===== src/rtl/sos_pkg.sv =====
// rtl/sos_pkg.sv - shared symbol, letter and sequence-state encodings for the SOS sequencer
package sos_pkg;

  // Symbol codes as produced by the dash/dot classifier
  typedef enum logic [1:0] {
    SYM_DOT     = 2'b00,
    SYM_INVALID = 2'b01,
    SYM_SPACE   = 2'b10,
    SYM_DASH    = 2'b11
  } sym_code_e;

  // Classified letter codes; NONE is what the bus reads between strobes
  typedef enum logic [1:0] {
    LETTER_NONE  = 2'b00,
    LETTER_S     = 2'b01,
    LETTER_O     = 2'b10,
    LETTER_OTHER = 2'b11
  } letter_code_e;

  // Progress through the S-O-S pattern
  typedef enum logic [1:0] {
    SEQ_IDLE   = 2'b00,
    SEQ_GOT_S  = 2'b01,
    SEQ_GOT_SO = 2'b10
  } seq_state_e;

  // Symbol count saturates here; anything that reached it is an overflowed letter
  localparam logic [2:0] SYM_COUNT_MAX = 3'd4;

  // Timeout counter width covers the full legal TIMEOUT_CYCLES range
  localparam int unsigned TIMER_W = 16;

  // Exactly three dots is S, exactly three dashes is O, everything else is OTHER.
  // kinds holds the last three marks, 1 = dash, newest in bit 0.
  function automatic logic [1:0] classify_letter(input logic [2:0] count,
                                                 input logic [2:0] kinds);
    logic [1:0] code;
    code = LETTER_OTHER;
    if (count == 3'd3 && kinds == 3'b000) begin
      code = LETTER_S;
    end else if (count == 3'd3 && kinds == 3'b111) begin
      code = LETTER_O;
    end
    return code;
  endfunction

endpackage


===== src/rtl/letter_accumulator.sv =====
// rtl/letter_accumulator.sv - gathers dots/dashes into a letter, closes it on space or idle timeout
module letter_accumulator
  import sos_pkg::*;
#(
  parameter int unsigned TIMEOUT_CYCLES = 64
) (
  input  logic       clk,
  input  logic       rst,
  input  logic       i_sym_valid,
  input  logic [1:0] i_sym_code,
  output logic       o_letter_valid,
  output logic [1:0] o_letter_code,
  output logic       o_open_next
);

  localparam logic [TIMER_W-1:0] TIMEOUT_VAL = TIMER_W'(TIMEOUT_CYCLES);

  logic [2:0]         r_count;
  logic [2:0]         r_kinds;
  logic [TIMER_W-1:0] r_timer;
  logic               r_letter_valid;
  logic [1:0]         r_letter_code;

  logic               w_is_mark;
  logic               w_is_space;
  logic               w_is_invalid;
  logic               w_open;
  logic [TIMER_W-1:0] w_timer_inc;
  logic               w_timeout;
  logic               w_close;
  logic [2:0]         w_count_next;
  logic [2:0]         w_kinds_next;
  logic [TIMER_W-1:0] w_timer_next;

  assign w_is_mark    = i_sym_valid && (i_sym_code == SYM_DOT || i_sym_code == SYM_DASH);
  assign w_is_space   = i_sym_valid && (i_sym_code == SYM_SPACE);
  assign w_is_invalid = i_sym_valid && (i_sym_code == SYM_INVALID);
  assign w_open       = (r_count != 3'd0);
  assign w_timer_inc  = r_timer + TIMER_W'(1);
  // Any symbol in the firing cycle suppresses the timeout, since it only counts idle cycles
  assign w_timeout    = w_open && !i_sym_valid && (w_timer_inc == TIMEOUT_VAL);
  // A space on an empty letter closes nothing
  assign w_close      = (w_is_space && w_open) || w_timeout;

  // Next letter contents: marks append, close/invalid empty it, idle cycles advance the timer
  always_comb begin
    w_count_next = r_count;
    w_kinds_next = r_kinds;
    w_timer_next = r_timer;
    if (w_is_mark) begin
      w_count_next = (r_count == SYM_COUNT_MAX) ? SYM_COUNT_MAX : r_count + 3'd1;
      w_kinds_next = {r_kinds[1:0], (i_sym_code == SYM_DASH)};
      w_timer_next = '0;
    end else if (w_close || w_is_invalid) begin
      w_count_next = 3'd0;
      w_kinds_next = 3'b000;
      w_timer_next = '0;
    end else if (w_open) begin
      w_timer_next = w_timer_inc;
    end
  end

  // Letter state and the registered one-cycle letter strobe
  always_ff @(posedge clk) begin
    if (rst) begin
      r_count        <= 3'd0;
      r_kinds        <= 3'b000;
      r_timer        <= '0;
      r_letter_valid <= 1'b0;
      r_letter_code  <= LETTER_NONE;
    end else begin
      r_count        <= w_count_next;
      r_kinds        <= w_kinds_next;
      r_timer        <= w_timer_next;
      r_letter_valid <= w_close;
      r_letter_code  <= w_close ? classify_letter(r_count, r_kinds) : LETTER_NONE;
    end
  end

  assign o_letter_valid = r_letter_valid;
  assign o_letter_code  = r_letter_code;
  assign o_open_next    = (w_count_next != 3'd0);

endmodule


===== src/rtl/sos_sequencer.sv =====
// rtl/sos_sequencer.sv - detects S-O-S in a classified dot/dash symbol stream and counts detections
module sos_sequencer
  import sos_pkg::*;
#(
  parameter int unsigned TIMEOUT_CYCLES = 64,
  parameter int unsigned CNT_W          = 8
) (
  input  logic             clk,
  input  logic             rst,
  input  logic             sym_valid,
  input  logic [1:0]       sym_code,
  output logic             letter_valid,
  output logic [1:0]       letter_code,
  output logic             sos_detected,
  output logic [CNT_W-1:0] sos_count,
  output logic             busy
);

  localparam logic [CNT_W-1:0] CNT_ONE = CNT_W'(1);
  localparam logic [CNT_W-1:0] CNT_MAX = '1;

  seq_state_e       r_state;
  seq_state_e       w_state_next;
  logic             r_sos_detected;
  logic [CNT_W-1:0] r_sos_count;
  logic             r_busy;

  logic             w_letter_valid;
  logic [1:0]       w_letter_code;
  logic             w_open_next;
  logic             w_abort;
  logic             w_detect;

  // The classifier's valueReady/dataOut pair drives sym_valid/sym_code directly
  letter_accumulator #(
    .TIMEOUT_CYCLES(TIMEOUT_CYCLES)
  ) u_letter_accumulator (
    .clk           (clk),
    .rst           (rst),
    .i_sym_valid   (sym_valid),
    .i_sym_code    (sym_code),
    .o_letter_valid(w_letter_valid),
    .o_letter_code (w_letter_code),
    .o_open_next   (w_open_next)
  );

  // An invalid symbol aborts the sequence as well as the open letter
  assign w_abort = sym_valid && (sym_code == SYM_INVALID);

  // Sequence state register
  always_ff @(posedge clk) begin
    if (rst) begin
      r_state <= SEQ_IDLE;
    end else begin
      r_state <= w_state_next;
    end
  end

  // Next sequence state and detection; advances only on a letter strobe, abort wins
  always_comb begin
    w_state_next = r_state;
    w_detect     = 1'b0;
    if (w_abort) begin
      w_state_next = SEQ_IDLE;
    end else if (w_letter_valid) begin
      case (r_state)
        SEQ_IDLE: begin
          if (w_letter_code == LETTER_S) w_state_next = SEQ_GOT_S;
        end
        SEQ_GOT_S: begin
          if (w_letter_code == LETTER_S) begin
            w_state_next = SEQ_GOT_S;
          end else if (w_letter_code == LETTER_O) begin
            w_state_next = SEQ_GOT_SO;
          end else begin
            w_state_next = SEQ_IDLE;
          end
        end
        SEQ_GOT_SO: begin
          // The closing S also opens the next candidate, so SOSOS detects twice
          if (w_letter_code == LETTER_S) begin
            w_state_next = SEQ_GOT_S;
            w_detect     = 1'b1;
          end else begin
            w_state_next = SEQ_IDLE;
          end
        end
        default: w_state_next = SEQ_IDLE;
      endcase
    end
  end

  // Detection pulse, saturating detection counter and busy flag
  always_ff @(posedge clk) begin
    if (rst) begin
      r_sos_detected <= 1'b0;
      r_sos_count    <= '0;
      r_busy         <= 1'b0;
    end else begin
      r_sos_detected <= w_detect;
      if (w_detect && r_sos_count != CNT_MAX) begin
        r_sos_count <= r_sos_count + CNT_ONE;
      end
      r_busy <= w_open_next || (w_state_next != SEQ_IDLE);
    end
  end

  assign letter_valid = w_letter_valid;
  assign letter_code  = w_letter_code;
  assign sos_detected = r_sos_detected;
  assign sos_count    = r_sos_count;
  assign busy         = r_busy;

endmodule

===== config.mk =====
export PLATFORM = sky130hd
export DESIGN_NAME = sos_sequencer
export DESIGN_NICKNAME = d
export VERILOG_FILES = /design/src/rtl/sos_pkg.sv /design/src/rtl/letter_accumulator.sv /design/src/rtl/sos_sequencer.sv
export SDC_FILE = /design/constraint.sdc
export NUM_CORES = 1
export LEC_CHECK = 0
export ABC_AREA = 1
export CAP_MARGIN = 20
export CORE_MARGIN = 2
export CORE_UTILIZATION = 60
export CTS_CLUSTER_DIAMETER = 40
export DETAILED_ROUTE_END_ITERATION = 16
export PLACE_DENSITY_LB_ADDON = 0.12
export SYNTH_ARGS = -nofsm -noshare
export SYNTH_HDL_FRONTEND = slang
export SYNTH_SLANG_ARGS = --single-unit

===== constraint.sdc =====
create_clock -name clk -period 3.4 [get_ports clk]
set_input_delay 0.34 -clock clk [delete_from_list [all_inputs] [get_ports clk]]
set_output_delay 0.34 -clock clk [all_outputs]
set_load 0.01 [all_outputs]

Yosys cells after proc, flatten, opt, wreduce, memory -nomap -nowiden
Index checks and enable logic that the tools add are counted. Widths: inputs -> output; s select.

Bits in registers: 37. Output and inout port bits: 13. Input bits: 5. Logic and storage cells: 68.

Add/sub/neg operators: 3. Equality and inequality tests: 12. Reductions and logical operators: 24. Multiplexer cells: 18. Bitwise operators: 1.

Operators by type and width (number): $add 16x1->16 const B (1); $eq 16x7->1 const B (1); $mux 3 (5); $mux 2 (5); $logic_and 1x1->1 (9); $add 8x1->8 const B (1); $eq 2x2->1 const B (4); $ne 8x8->1 const B (1); $mux 1 (7); $eq 2x1->1 const B (3); $eq 3x3->1 const B (2); $pmux 2 s3 (1); $reduce_bool 3->1 (2); $reduce_or 3->1 (2); $logic_not 2->1 (2); $logic_or 1x1->1 (4); $reduce_bool 2->1 (2); $add 3x1->3 const B (1); $eq 3x2->1 const B (1); $logic_not 3->1 (1); $reduce_or 2->1 (1); $logic_not 1->1 (1); $not 1->1 (1).

Logic depth before layout (Yosys ltp)
Depth in word-level cells: 9. Gate-level depth with buffers: 18. Depth with buffers taken out: 18.

By module
A second synthesis with hierarchy kept.

Cell total of the unflattened synthesis: 316. Area, all modules: 2225.9 µm².

By module, submodules not included: letter_accumulator (seq. area each 500.5 µm², area an instance 1506.4 µm², instances 1, cells each 216); sos_sequencer (seq. area each 240.2 µm², area an instance 719.4 µm², instances 1, cells each 100).

Worst setup path after synthesis
Ideal clock, no wire load.

Path type: register to register. From: register u_letter_accumulator.r_timer[0]. To: register r_busy, in the netlist busy. Path slack: 1585 ps. Stages on the path, launching flop included: 19. Setup time: 128 ps. Data arrival time: 1687 ps. Path buffers: 0. Period minus slack after synthesis: 1815 ps. Data required time: 3272 ps. Path through: dfxtp_1 ha_1 nand2_1 nor2_4 nand2_1 nand2_1 nand2_1 nor2_1 nand2_1 nor2_2 nand3_2 nand2_2 nand2_4 nand2_1 nand2_1 nand2_1 nand2_1 nor2_1 nor2_1.

Cells in the longest elaborated chain, start to end: 9.

RTL lines: start: declaration (RTL line letter_accumulator.sv:20) `logic [TIMER_W-1:0] r_timer;`; start signal: assignment (RTL line letter_accumulator.sv:74) `r_timer <= w_timer_next;`; $add 16x1->16 (RTL line letter_accumulator.sv:39) `assign w_timer_inc = r_timer + TIMER_W'(1);`; $eq 16x7->1 (RTL line letter_accumulator.sv:41) `assign w_timeout = w_open && !i_sym_valid && (w_timer_inc == TIMEOUT_VAL);`; $logic_and 1x1->1 (RTL line letter_accumulator.sv:41); $logic_or 1x1->1 (RTL line letter_accumulator.sv:43) `assign w_close = (w_is_space && w_open) || w_timeout;`; $logic_or 1x1->1 (RTL line letter_accumulator.sv:54) `end else if (w_close || w_is_invalid) begin`; $mux 3 (RTL line letter_accumulator.sv:54); $mux 3 (RTL line letter_accumulator.sv:50) `if (w_is_mark) begin`; $reduce_bool 3->1 (RTL line letter_accumulator.sv:82) `assign o_open_next = (w_count_next != 3'd0);`; $logic_or 1x1->1 (RTL line sos_sequencer.sv:104) `r_busy <= w_open_next || (w_state_next != SEQ_IDLE);`; end signal: assignment (RTL line sos_sequencer.sv:104); end: declaration (RTL line sos_sequencer.sv:26) `logic r_busy;`.

Every way passes these cells. A chain may end at the register's enable or synchronous reset.

Worst setup path after layout
From: input port sym_code[1]. To: register r_sos_count[7], in the netlist sos_count[7].

Cells in the longest elaborated chain, start to end: 4.

RTL lines: start: declaration (RTL line sos_sequencer.sv:11) `input logic [1:0] sym_code,`; $eq 2x1->1 (RTL line sos_sequencer.sv:48) `assign w_abort = sym_valid && (sym_code == SYM_INVALID);`; $logic_and 1x1->1 (RTL line sos_sequencer.sv:48); $mux 1 (RTL line sos_sequencer.sv:63) `if (w_abort) begin`; $logic_and 1x1->1 (RTL line sos_sequencer.sv:101) `if (w_detect && r_sos_count != CNT_MAX) begin`; end signal: assignment (RTL line sos_sequencer.sv:102) `r_sos_count <= r_sos_count + CNT_ONE;`; end: declaration (RTL line sos_sequencer.sv:25) `logic [CNT_W-1:0] r_sos_count;`.

Every way passes these cells.

==> metrics.md <==
| Metric | Value |
|---|---|
| Antenna violation net count after detailed routing | `0` |
| H-tree depth | `2` |
| DR vias/cell | `5.228` |
| Syn nets | `301` |
| MaxCap Viol Count | `0` |
| Chip Width | `62.59 µm` |
| Final hold vios | `0` |
| Largest net degree at the start of global routing | `20` |
| Max incr delay on CP | `510 ps` |
| CP Cell Sequence | `clkdlybuf4s50_1 -> inv_1 -> ha_1 -> nand2_1 -> inv_1 -> nor4_2 -> nand2_1 -> nor2_1 -> nand3_1 -> nor2_1 -> a21oi_1 -> a211oi_1` |
| # DRC | `0` |
| Leak Pwr | `0.9202 nW` |
| Crit path max-delay family | `simple AND/OR/NAND/NOR gates` |
| Starting Density | `0.6221` |
| Fin Setup TNS | `0 ps` |
| Final Worst Setup Slack | `1242 ps` |
| Worst-path clk slew | `120 ps` |
| Vias in the first global route | `1681` |
| First-pass GRT wire length | `7.134 mm` |
| R2R cell count | `6` |
| GRT overflow | `0` |
| CTS Sinks | `37` |
| Port bufs | `17` |
| Distinct cells, synth | `32` |
| Hold path startpoint | `u_letter_accumulator.r_timer[15]` |
| Worst-margin pin slew | `625.6 ps` |
| Skew final | `7.997 ps` |
| Initial antenna violation count | `0` |
| CTS tree | `done` |
| Detailed router's first-iteration violation count | `131` |
| EDFF count, synth | `0` |
| CTS hold repair buffers | `0` |
| Hold endpoint | `u_letter_accumulator.r_timer[15]` |
| Die area | `3917 µm²` |
| Sequential fraction of the synthesis area | `0.3597` |
| Dpl hpwl | `2.896 mm` |
| Gp weighted congestion | `0.8340` |
| Max FO, Critical Path | `6` |
| Worst skew pair latency | `350 ps` |
| Nets@finish | `321` |
| CTS root buf | `clkbuf_4` |
| Arr. time, crit path | `2430 ps` |
| Seq cells post-synth | `37` |
| Hold Crit Depth | `2` |
| Clk buf depth | `2` |
| I/O pins | `18` |
| Buffers & Inverters on Critical Path | `3` |
| Required time of the critical path | `3670 ps` |
| Core Rows | `21` |
| Placement Setup Slack | `900.0 ps` |
| RR Endpoint | `u_letter_accumulator.r_timer[0]` |
| Synth area leader | `dfxtp_1` |
| Fin crit share | `0.6348` |
| Cts repair resizes | `0` |
| Top cell type's share of synthesized area | `0.3597` |
| Critical path class | `in2reg` |
| Warnings from Yosys | `0` |
| R2r setup slk | `1280 ps` |
| Status | `finished clean` |
| Synth area leaders | `dfxtp_1 36%, nand2_1 11%, nor2_1 7.5%, inv_1 7.3%, nand3_1 5.3%` |
| Core ar. | `3311 µm²` |
| Async set-reset flop share out of synthesis | `0` |
| Crit path launch type | `input port` |
| Max-slew headroom | `0.5819` |
| Final setup viols | `0` |
| Max frequency | `0.4633 GHz` |
| Area grow syn2layout | `14.09%` |
| ANT cells | `0` |
| Worst min-delay path class | `reg2reg` |
| Mapped Cells | `288` |
| Reg2reg start | `u_letter_accumulator.r_count[0]` |
| DR WL/cell | `11.13 µm` |
| Critical path capture point type | `flop` |
| VDD IR max | `0.2037 mV` |
| Total Wirelength | `3.950 mm` |
| Gr usage total | `0.2272` |
| DR pass1 iterations | `4` |
| Netlist Area Pre-Place | `2059 µm²` |
| PwrDens | `388.7 nW/µm²` |
| Syn avg cell area | `7.151 µm²` |
| Min cycle time layout | `2158 ps` |
| Die Height | `62.59 µm` |
| Vias | `1856` |
| Primary FF master, synth | `dfxtp_1` |
| Final Max Slew Viols | `0` |
| Layout cell share with drive strength beyond 1 | `0.1100` |
| RSZ-0062 raised after global routing | `no` |
| CTS Buf Count | `5` |
| Setup Fix Bufs, Post-CTS | `0` |
| Worst path slowest cell | `clkdlybuf4s50_1` |
report_power, final:
part	switching (mW)	internal, mW
sequential	0.0170	0.450
combinational	0.0754	0.0426
clock	0.153	0.175
through the flow:
step	instances	instance area, µm²	utilization	hold WS, ps	total power [mW]
global route	355	2350	0.7098	516.4	0.9615
detailed placement	347	2261	0.6829	476.5	0.5946
finish	355	2350	0.7098	489.6	0.9133
global placement	347	2261	0.6829	469.3	0.5908
CTS	355	2350	0.7098	494.4	0.9264
floorplan	288	2059	-	436.4	0.5661
worst min-delay path: stages (launching register included):
cell and delay [ps]:
dfxtp_1 330, inv_1 70, a211oi_1 60
layer usage:
layer	wire, µm	vias up	part of all wire	track usage
li1	-	979	-	-
met2	1678	36	0.42	0.3454
met5	0	-	0	0
met4	70	0	0.018	0.09444
met1	2030	832	0.51	0.3051
met3	171	9	0.043	0.06126
layout by cell type (no fill, tap or decap):
cell and n:
a211oi_1 9, nand2_1 60, nand4_1 6, xor2_1 3
a21oi_1 7, clkbuf_8 1, dfxtp_1 37, or2_2 2
nor3_1 2, ha_1 8, o21bai_1 1, clkdlybuf4s50_1 17
clkinvlp_4 1, clkbuf_4 5, o21ai_0 13, bufinv_16 1
inv_2 1, a21oi_2 3, nor2_1 41, nand3_1 22
nor4_2 1, nand2_4 2, nand3_2 2, o21ai_2 1
nand3_4 1, nor2_4 3, o32ai_1 2, a211oi_4 1
o21ai_1 1, nor2_2 3, nand3b_1 3, a41oi_1 2
inv_1 40, nand2_2 6, o21a_1 1
how the worst max path moves through the flow:
stage / from / end / cells after the start
after floorplan: u_letter_accumulator.r_timer[0] / busy / 18
after global placement: sym_code[1] / sos_count[7] / 12
after detailed placement: sym_code[1] / sos_count[7] / 12
after CTS: sym_code[1] / sos_count[7] / 12
after global routing: sym_code[1] / sos_count[7] / 12
final: sym_code[1] / sos_count[7] / 12
cell families (layout without fill, tap and decap cells):
logic type                 count (synthesis)  in the layout  synth area share
AOI/OAI and AO/OA                         41             41            0.1349
xor gates and xnor gates                   3              3           0.01276
adders and majority gates                  8              8           0.04860
buffers and inverters                     45             66           0.08748
DFF                                       37             37            0.3597
and+or+nand+nor                          154            154            0.3566
synthesized netlist by cell type, drive strengths merged (3+ instances only):
master / instances
inv: 41
nand4: 6
ha: 8
a211oi: 10
a21oi: 10
clkbuf: 3
o21ai: 15
nor2: 47
nand3b: 3
dfxtp: 37
xor2: 3
nand2: 68
nand3: 25
registers in the layout, summed over array words and instances (netlist names):
signal	count
u_letter_accumulator.r_timer	16
u_letter_accumulator.o_letter_valid	1
u_letter_accumulator.r_kinds	3
sos_count	8
u_letter_accumulator.o_letter_code	2
busy	1
r_state	2
sos_detected	1
u_letter_accumulator.r_count	3
cell type report:
type	instances	area (µm²)
Multi-Input combinational cell	206	1139
Timing Repair Buffer	17	170.2
Clock buffer	6	51.30
Fill cell	299	960.9
Sequential cell	37	740.7
Inverter	41	153.9
Clock inverter	2	37.54
Tap cell	46	57.56
No activity file was read; power rests on OpenSTA's default activity.
